===== config.mk =====
export PLATFORM = sky130hd
export DESIGN_NAME = reg_bus_arbiter
export DESIGN_NICKNAME = d
export VERILOG_FILES = /design/src/rtl/reg_bus_arbiter_pkg.sv /design/src/rtl/reg_bus_arbiter_grant_select.sv /design/src/rtl/reg_bus_arbiter.sv
export SDC_FILE = /design/constraint.sdc
export NUM_CORES = 1
export LEC_CHECK = 0
export ABC_AREA = 1
export BUFFER_PORTS_ARGS = -buffer_cell sky130_fd_sc_hd__buf_2
export CAP_MARGIN = 10
export CORE_MARGIN = 2
export CORE_UTILIZATION = 52
export CTS_CLUSTER_SIZE = 12
export DETAILED_ROUTE_END_ITERATION = 8
export PLACE_DENSITY_LB_ADDON = 0.25
export REMOVE_ABC_BUFFERS = 1
export SYNTH_ARGS = -nofsm -noshare
export SYNTH_HDL_FRONTEND = slang
export SYNTH_HIERARCHICAL = 1
export SYNTH_SLANG_ARGS = --single-unit

===== constraint.sdc =====
create_clock -name ipClk -period 6.6 [get_ports ipClk]
set_clock_uncertainty 0.05 [all_clocks]
set_input_delay 1.98 -clock ipClk [delete_from_list [all_inputs] [get_ports ipClk]]
set_output_delay 1.98 -clock ipClk [all_outputs]
set_load 0.02 [all_outputs]

===== src/rtl/reg_bus_arbiter_pkg.sv =====
// rtl/reg_bus_arbiter_pkg.sv - shared types for the two-requester register bus arbiter
//
// Purpose: FSM state encoding, the latched-request record and a small
// helper used by the arbiter top and its grant sub-module.
// Ports: none (package).
package reg_bus_arbiter_pkg;

    // The latched request is stored at these fixed maximum widths so the
    // record can be shared regardless of the arbiter's width parameters;
    // the arbiter zero-extends into it and truncates out of it.
    localparam int REQ_ADDR_MAX = 64;
    localparam int REQ_DATA_MAX = 64;

    typedef enum logic [1:0] {
        ST_IDLE  = 2'd0,
        ST_ISSUE = 2'd1,
        ST_WAIT  = 2'd2,
        ST_RESP  = 2'd3
    } ARB_STATE;

    typedef struct packed {
        logic                    write;
        logic [REQ_ADDR_MAX-1:0] address;
        logic [REQ_DATA_MAX-1:0] data;
        logic                    index;
    } REG_BUS_REQ;

    // Requester index to its one-hot response bit.
    function automatic logic [1:0] req_onehot(input logic index);
        return index ? 2'b10 : 2'b01;
    endfunction

endpackage


===== src/rtl/reg_bus_arbiter_grant_select.sv =====
// rtl/reg_bus_arbiter_grant_select.sv - two-way round-robin grant
//
// Purpose: pick one requester from valid[1:0]; on a tie the requester that
// was not granted last wins.
// Ports:
//   valid  in  2  request valid per requester
//   last   in  1  index of the requester granted on the last transfer
//   grant  out 2  one-hot grant (zero when nothing is valid)
module arb_grant_select (
    input  logic [1:0] valid,
    input  logic       last,
    output logic [1:0] grant
);

    always_comb begin
        grant = 2'b00;
        case (valid)
            2'b01:   grant = 2'b01;
            2'b10:   grant = 2'b10;
            2'b11:   grant = last ? 2'b01 : 2'b10;
            default: grant = 2'b00;
        endcase
    end

endmodule


===== src/rtl/reg_bus_arbiter.sv =====
// rtl/reg_bus_arbiter.sv - two-requester register bus arbiter with single-outstanding FSM
//
// Purpose: accept one request at a time from two requesters (round-robin),
// drive it to a register file, and return a one-cycle completion pulse
// (with read data for reads) to the requester that issued it.
// Ports:
//   ipClk       in   1             clock, rising edge
//   ipReset     in   1             asynchronous active-high reset
//   ipValid     in   2             per-requester request valid
//   ipWrite     in   2             per-requester direction (1 = write)
//   ipAddress   in   2*ADDR_WIDTH  requester n address at [n*ADDR_WIDTH +: ADDR_WIDTH]
//   ipWrData    in   2*DATA_WIDTH  requester n write data at [n*DATA_WIDTH +: DATA_WIDTH]
//   opReady     out  2             per-requester accept (combinational)
//   opRspValid  out  2             per-requester completion pulse
//   opRspData   out  DATA_WIDTH    read data, qualified by opRspValid
//   opAddress   out  ADDR_WIDTH    register file address
//   opWrData    out  DATA_WIDTH    register file write data
//   opWrEnable  out  1             one-cycle register write strobe
//   ipRdData    in   DATA_WIDTH    register file read data, one cycle after opAddress
module reg_bus_arbiter
    import reg_bus_arbiter_pkg::*;
#(
    parameter int DATA_WIDTH = 32,
    parameter int ADDR_WIDTH = 8
) (
    input  logic                    ipClk,
    input  logic                    ipReset,
    input  logic [1:0]              ipValid,
    input  logic [1:0]              ipWrite,
    input  logic [2*ADDR_WIDTH-1:0] ipAddress,
    input  logic [2*DATA_WIDTH-1:0] ipWrData,
    output logic [1:0]              opReady,
    output logic [1:0]              opRspValid,
    output logic [DATA_WIDTH-1:0]   opRspData,
    output logic [ADDR_WIDTH-1:0]   opAddress,
    output logic [DATA_WIDTH-1:0]   opWrData,
    output logic                    opWrEnable,
    input  logic [DATA_WIDTH-1:0]   ipRdData
);

    ARB_STATE   state;
    REG_BUS_REQ req_q;
    REG_BUS_REQ accept_req;
    logic       last_q;
    logic [1:0] grant;
    logic       accept;
    logic       sel;

    arb_grant_select u_grant_select (
        .valid (ipValid),
        .last  (last_q),
        .grant (grant)
    );

    // Only offer a grant while idle; nothing is accepted mid-transaction.
    assign opReady = (state == ST_IDLE) ? (grant & ipValid) : 2'b00;
    assign accept  = |opReady;
    assign sel     = opReady[1];

    always_comb begin
        accept_req         = '0;
        accept_req.write   = sel ? ipWrite[1] : ipWrite[0];
        accept_req.index   = sel;
        accept_req.address = REQ_ADDR_MAX'(sel ? ipAddress[2*ADDR_WIDTH-1:ADDR_WIDTH]
                                               : ipAddress[ADDR_WIDTH-1:0]);
        accept_req.data    = REQ_DATA_MAX'(sel ? ipWrData[2*DATA_WIDTH-1:DATA_WIDTH]
                                               : ipWrData[DATA_WIDTH-1:0]);
    end

    // The latched request drives the bus directly, so address and write
    // data appear at ISSUE and hold until the next accepted transfer.
    assign opAddress = req_q.address[ADDR_WIDTH-1:0];
    assign opWrData  = req_q.data[DATA_WIDTH-1:0];

    // Bits above the configured widths are always zero-filled.
    logic unused_req_bits;
    assign unused_req_bits = ^(req_q.address >> ADDR_WIDTH) ^ ^(req_q.data >> DATA_WIDTH);

    always_ff @(posedge ipClk or posedge ipReset) begin
        if (ipReset) begin
            state      <= ST_IDLE;
            req_q      <= '0;
            last_q     <= 1'b1;     // requester 0 wins the first tie
            opWrEnable <= 1'b0;
            opRspValid <= 2'b00;
            opRspData  <= '0;
        end else begin
            opWrEnable <= 1'b0;
            opRspValid <= 2'b00;
            case (state)
                ST_IDLE: begin
                    if (accept) begin
                        req_q      <= accept_req;
                        last_q     <= sel;
                        opWrEnable <= accept_req.write;
                        state      <= ST_ISSUE;
                    end
                end
                ST_ISSUE: begin
                    if (req_q.write) begin
                        opRspData  <= '0;
                        opRspValid <= req_onehot(req_q.index);
                        state      <= ST_RESP;
                    end else begin
                        state      <= ST_WAIT;
                    end
                end
                ST_WAIT: begin
                    // Register file data is valid one cycle after the address.
                    opRspData  <= ipRdData;
                    opRspValid <= req_onehot(req_q.index);
                    state      <= ST_RESP;
                end
                ST_RESP: begin
                    state <= ST_IDLE;
                end
                default: begin
                    state <= ST_IDLE;
                end
            endcase
        end
    end

endmodule


# Yosys cells after proc, flatten, opt, wreduce, memory -nomap -nowiden
# Index checks and enable logic that the tools add are counted.
dict set report word_totals {
  register_bits 80
  output_inout_bits 77
  word_cells 39
}
dict set report op_classes {
  n_eq_ne 8
  mux 16
  n_bitwise 1
  reduce_logical 5
}
# op count
set ops {}
lappend ops {{2-to-1 mux 32 bit} 2}
lappend ops {{one-hot mux 32 bit (2 select lines)} 1}
lappend ops {{2-to-1 mux 2 bit} 5}
lappend ops {{== test 2 bit (second input constant)} 4}
lappend ops {{2-to-1 mux 8 bit} 1}
lappend ops {{one-hot mux 2 bit (4 select lines)} 1}
lappend ops {{one-hot mux 2 bit (3 select lines)} 1}
lappend ops {{== test 2 x 1 -> 1 bit (second input constant)} 2}
lappend ops {{2-to-1 mux 1 bit} 4}
lappend ops {{inequality test 2 bit (second input constant)} 2}
lappend ops {{one-hot mux 2 bit (2 select lines)} 1}
lappend ops {{AND reduction 2 bit} 2}
lappend ops {{AND 2 bit} 1}
lappend ops {{logical NOT 2 bit} 1}
lappend ops {{nonzero test 2 bit} 1}
lappend ops {{OR reduction 2 bit} 1}

# Depth between registers and ports, before layout
dict set report depth {
  word_depth 7
  mapped_depth 9
  depth_no_buf 8
}

# Modules after synthesis
# Netlist, hierarchy kept.
# mod n_inst cells_per_inst area_per_inst_um2
set by_module_without_submodules {}
lappend by_module_without_submodules {reg_bus_arbiter 1 575 4376.7}
lappend by_module_without_submodules {arb_grant_select 1 5 21.3}

# Worst setup path before layout
# Ideal clock, no wire load.
dict set report synth_timing {
  kind {input port to output port}
  startpoint {input ipValid[1]}
  endpoint {output opReady[1]}
  t_arrival_ps 2784
  required_time_ps 4570
  setup_slack_ps 1786
  path_stages 8
  path_buffers 4
  cell_sequence {inv_1 > a21oi_1 > buf_2 > nand3_2 > buf_6 > buf_6 > inv_1 > buf_4}
}
# element line
set synth_rtl {}
lappend synth_rtl {{start: declaration} reg_bus_arbiter.sv:28} ;# input logic [1:0] ipValid,
lappend synth_rtl {{end: declaration} reg_bus_arbiter.sv:32} ;# output logic [1:0] opReady,

# Final worst setup path
dict set report layout_timing {
  startpoint {input ipValid[1]}
  endpoint {output opReady[1]}
}
dict set report layout_between {
  elab_chain_cells 4
}
# element line
set layout_rtl {}
lappend layout_rtl {{== test 2 bit / == test 2 x 1 -> 1 bit (equally long branches)} reg_bus_arbiter_grant_select.sv:17} ;# case (valid)
lappend layout_rtl {{one-hot mux 2 bit (3 select lines) (*)} reg_bus_arbiter_grant_select.sv:17}
lappend layout_rtl {{via grant[1]} reg_bus_arbiter.sv:45} ;# logic [1:0] grant;
lappend layout_rtl {{AND 2 bit (*)} reg_bus_arbiter.sv:56} ;# assign opReady = (state == ST_IDLE) ? (grant & ipValid) : 2'b00;
lappend layout_rtl {{2-to-1 mux 2 bit (*)} reg_bus_arbiter.sv:56}
# The timed path passes the listed nets; every way through them passes the cells marked *.

==> reports/summary.txt <==
Max H-tree Level -> 3
Mux share of post-synthesis cell area -> 0%
TritonCTS clock tree -> done
Max Transition Viols Final -> 0
Cell area after layout -> 0.00528 mm²
Top sig layer -> met4
Hold buffers post-CTS -> 0
Global router's overall resource usage -> 22.6%
Post-synth design cell area -> 0.00440 mm²
First-pass GRT wire length -> 16.3 mm
Routed WL -> 10.2 mm
Port Buffer Count -> 194
Critical path class -> primary input to primary output
Layout cells sized above 1 -> 31.1%
CTS buffer count -> 9
Post-CTS Resized -> 0
Die Y -> 96.0 µm
Setup crit end kind -> primary output
Number of global-route vias before repair -> 3651
Cells after Synth -> 580
Final setup violation count -> 0
WHS Endpoint -> opRspValid[0]
Max Clk Rate -> 0.189 GHz
Period Utilization, post-route -> 80.0%
Clk_lat worst skew -> 340 ps
Min-Delay Startpoint -> req_q[0]
Largest net degree at the start of global routing -> 81
Clk sinks -> 80
Cell Rows -> 33
Crit-path slowest cell -> buf_4
Design Power -> 2.37 mW
Via count -> 3981
Slew of the pin with the lowest slew margin -> 1090 ps
Metal3 WL -> 865 µm
Startpoint types -> primary input
IO Pins -> 195
Rel. slew slack -> 27.3%
Clock Path Buffers -> 2
WL met1 -> 4.56 mm
Die Area -> 0.00921 mm²
Residual DRC -> 0
Core Box Area -> 0.00822 mm²
Post-place setup slack -> 1320 ps
WHS -> 393 ps
Synth warn -> 6
Worst hold path cell count -> 1
Total negative slack -> 0 ps
Post-synthesis simple-gate area fraction -> 25.7%
Root Buffer -> clkbuf_8
Largest stage delay, worst path -> 390 ps
Tmin final -> 5280 ps
Unrepaired setup endpoints after global routing -> false
Synth top area share -> 45.0%
Vias/cell -> 4.83
Post-Synth Adder-Cell Area -> 1.14%
Largest area contributor in the netlist -> dfrtp_1
DR iter-0 viols -> 173
RR Startpoint -> state[1]
Final setup margin -> 1320 ps
Max Cap Viol -> 0
CTS clock-pin slew for the worst setup and hold paths -> 80 ps
Reg2reg end -> opWrData[19]
Yosys reg bits -> 80
Worst Hold Class -> flop to flop
Power Density -> 449 mW/mm²
Reg2Reg Depth -> 8
Placed Area -> 0.00502 mm²
Area growth syn-to-layout -> 19.9%
Status -> finished clean
WL/cell -> 12.4 µm
Critical path, cell by cell -> buf_2 -> inv_1 -> a21oi_4 -> buf_4 -> nand3_2 -> inv_1 -> buf_2
VDD IR max -> 179 µV
Drt first pass iters -> 4
Detailed Place HPWL -> 7.24 mm
Required @ worst endpoint -> 4570 ps
Antenna viol nets, final -> 0
Synth Area in XOR/XNOR -> 0%
Largest family of logic cells by synthesized area -> simple AND/OR/NAND/NOR gates
Starting density of the core -> 53.5%
Remaining global-route overflow -> 0
Met2 wire length -> 4.78 mm
Syn Area/Cell -> 7.58 µm²
Initial antenna violation count -> 0
Synth area leaders -> dfrtp_1, nand2_1, inv_1, buf_4, nand4_1
Critical-path maximum fanout -> 42
Die width -> 96.0 µm
Setup repair bufs after CTS -> 0
Netlist cell types -> 20
WP data arrival -> 3250 ps
Fin. Hold Viols -> 0
Inserted Diodes -> 0
GP Congestion -> 0.797
Synth Area in Compound Gates -> 4.72%
Leakage power -> 3.28 nW
Reg-to-reg slack, setup -> 3200 ps
Seq/Total Area, Yosys -> 45.5%
Layout net count -> 837
-- worst max-delay path, delay by kind of cell --
kind / cells / cell delay [ps]
compound gates: 1 / 120
buf+inv: 5 / 1010
simple gates: 1 / 130
-- synthesized netlist by cell type (all sizes together) --
cell	n
ha	4
nand2	168
nand3	45
nand4	42
a211oi	2
dfstp	1
clkbuf	14
o21ai	35
buf	61
dfrtp	79
inv	127
a21oi	2
-- logic make-up after synthesis --
| kind of cell | count (synthesis) |
|---|---|
| DFF | 80 |
| AOI/OAI and AO/OA | 39 |
| and+or+nand+nor | 255 |
| adders and majority gates | 4 |
| buffers and inverters | 202 |
-- registers in the layout (all words and copies together) (netlist names) --
name / flops
last_q: 1
opAddress: 8
opRspData: 32
opRspValid: 2
opWrData: 32
opWrEnable: 1
req_q: 2
state: 2
-- power by group --
part	leakage [nW]	internal, mW	switching (mW)
Combinational	2.15	0.347	0.745
Clock	0.121	0.254	0.176
Sequential	1.00	0.720	0.125
-- through the flow --
stage | utilization [%] | cells
after global placement | 61.0 | 808
after global routing | 64.2 | 825
after detailed placement | 61.0 | 808
final | 64.2 | 825
after CTS | 64.0 | 824
after floorplan | - | 505
-- area by class of cell --
cell class	count	area, µm²
sequential	80	2000
inverter	127	478
multi-input combinational	298	1400
tap	105	131
clock buffer	10	128
fill	767	2940
clock inverter	6	116
timing repair buffer	199	1020
-- worst max path at each step --
stage / start / end / slack [ps] / depth (start not counted)
after global routing: ipValid[1] / opReady[1] / 1200 / 7
after detailed placement: ipValid[1] / opReady[1] / 1320 / 7
after global placement: ipValid[1] / opReady[1] / 1350 / 7
final: ipValid[1] / opReady[1] / 1320 / 7
after CTS: ipValid[1] / opReady[1] / 1320 / 7
after floorplan: ipValid[1] / opReady[1] / -430 / 4
-- routing by layer --
| layer | GRT usage (%) | vias to the layer above |
|---|---|---|
| met5 | 0 | - |
| met4 | 8.45 | 0 |
| met3 | 4.86 | 5 |
| met2 | 38.6 | 175 |
| met1 | 28.1 | 1808 |
| li1 | - | 1993 |
-- layout by cell type, fill, tap and decap left out, types with 2 or more instances in the layout --
cell | Yosys | routed
a211oi_1 | 2 | 2
buf_2 | 6 | 194
buf_4 | 46 | 4
bufinv_16 | 0 | 3
clkbuf_8 | 0 | 9
clkinv_4 | 0 | 2
dfrtp_1 | 79 | 79
ha_1 | 4 | 3
inv_1 | 126 | 125
nand2_1 | 167 | 167
nand3_1 | 43 | 43
nand3_2 | 2 | 2
nand4_1 | 42 | 42
o21ai_0 | 22 | 22
o21ai_1 | 12 | 12
(Power assumes the default switching activity.)
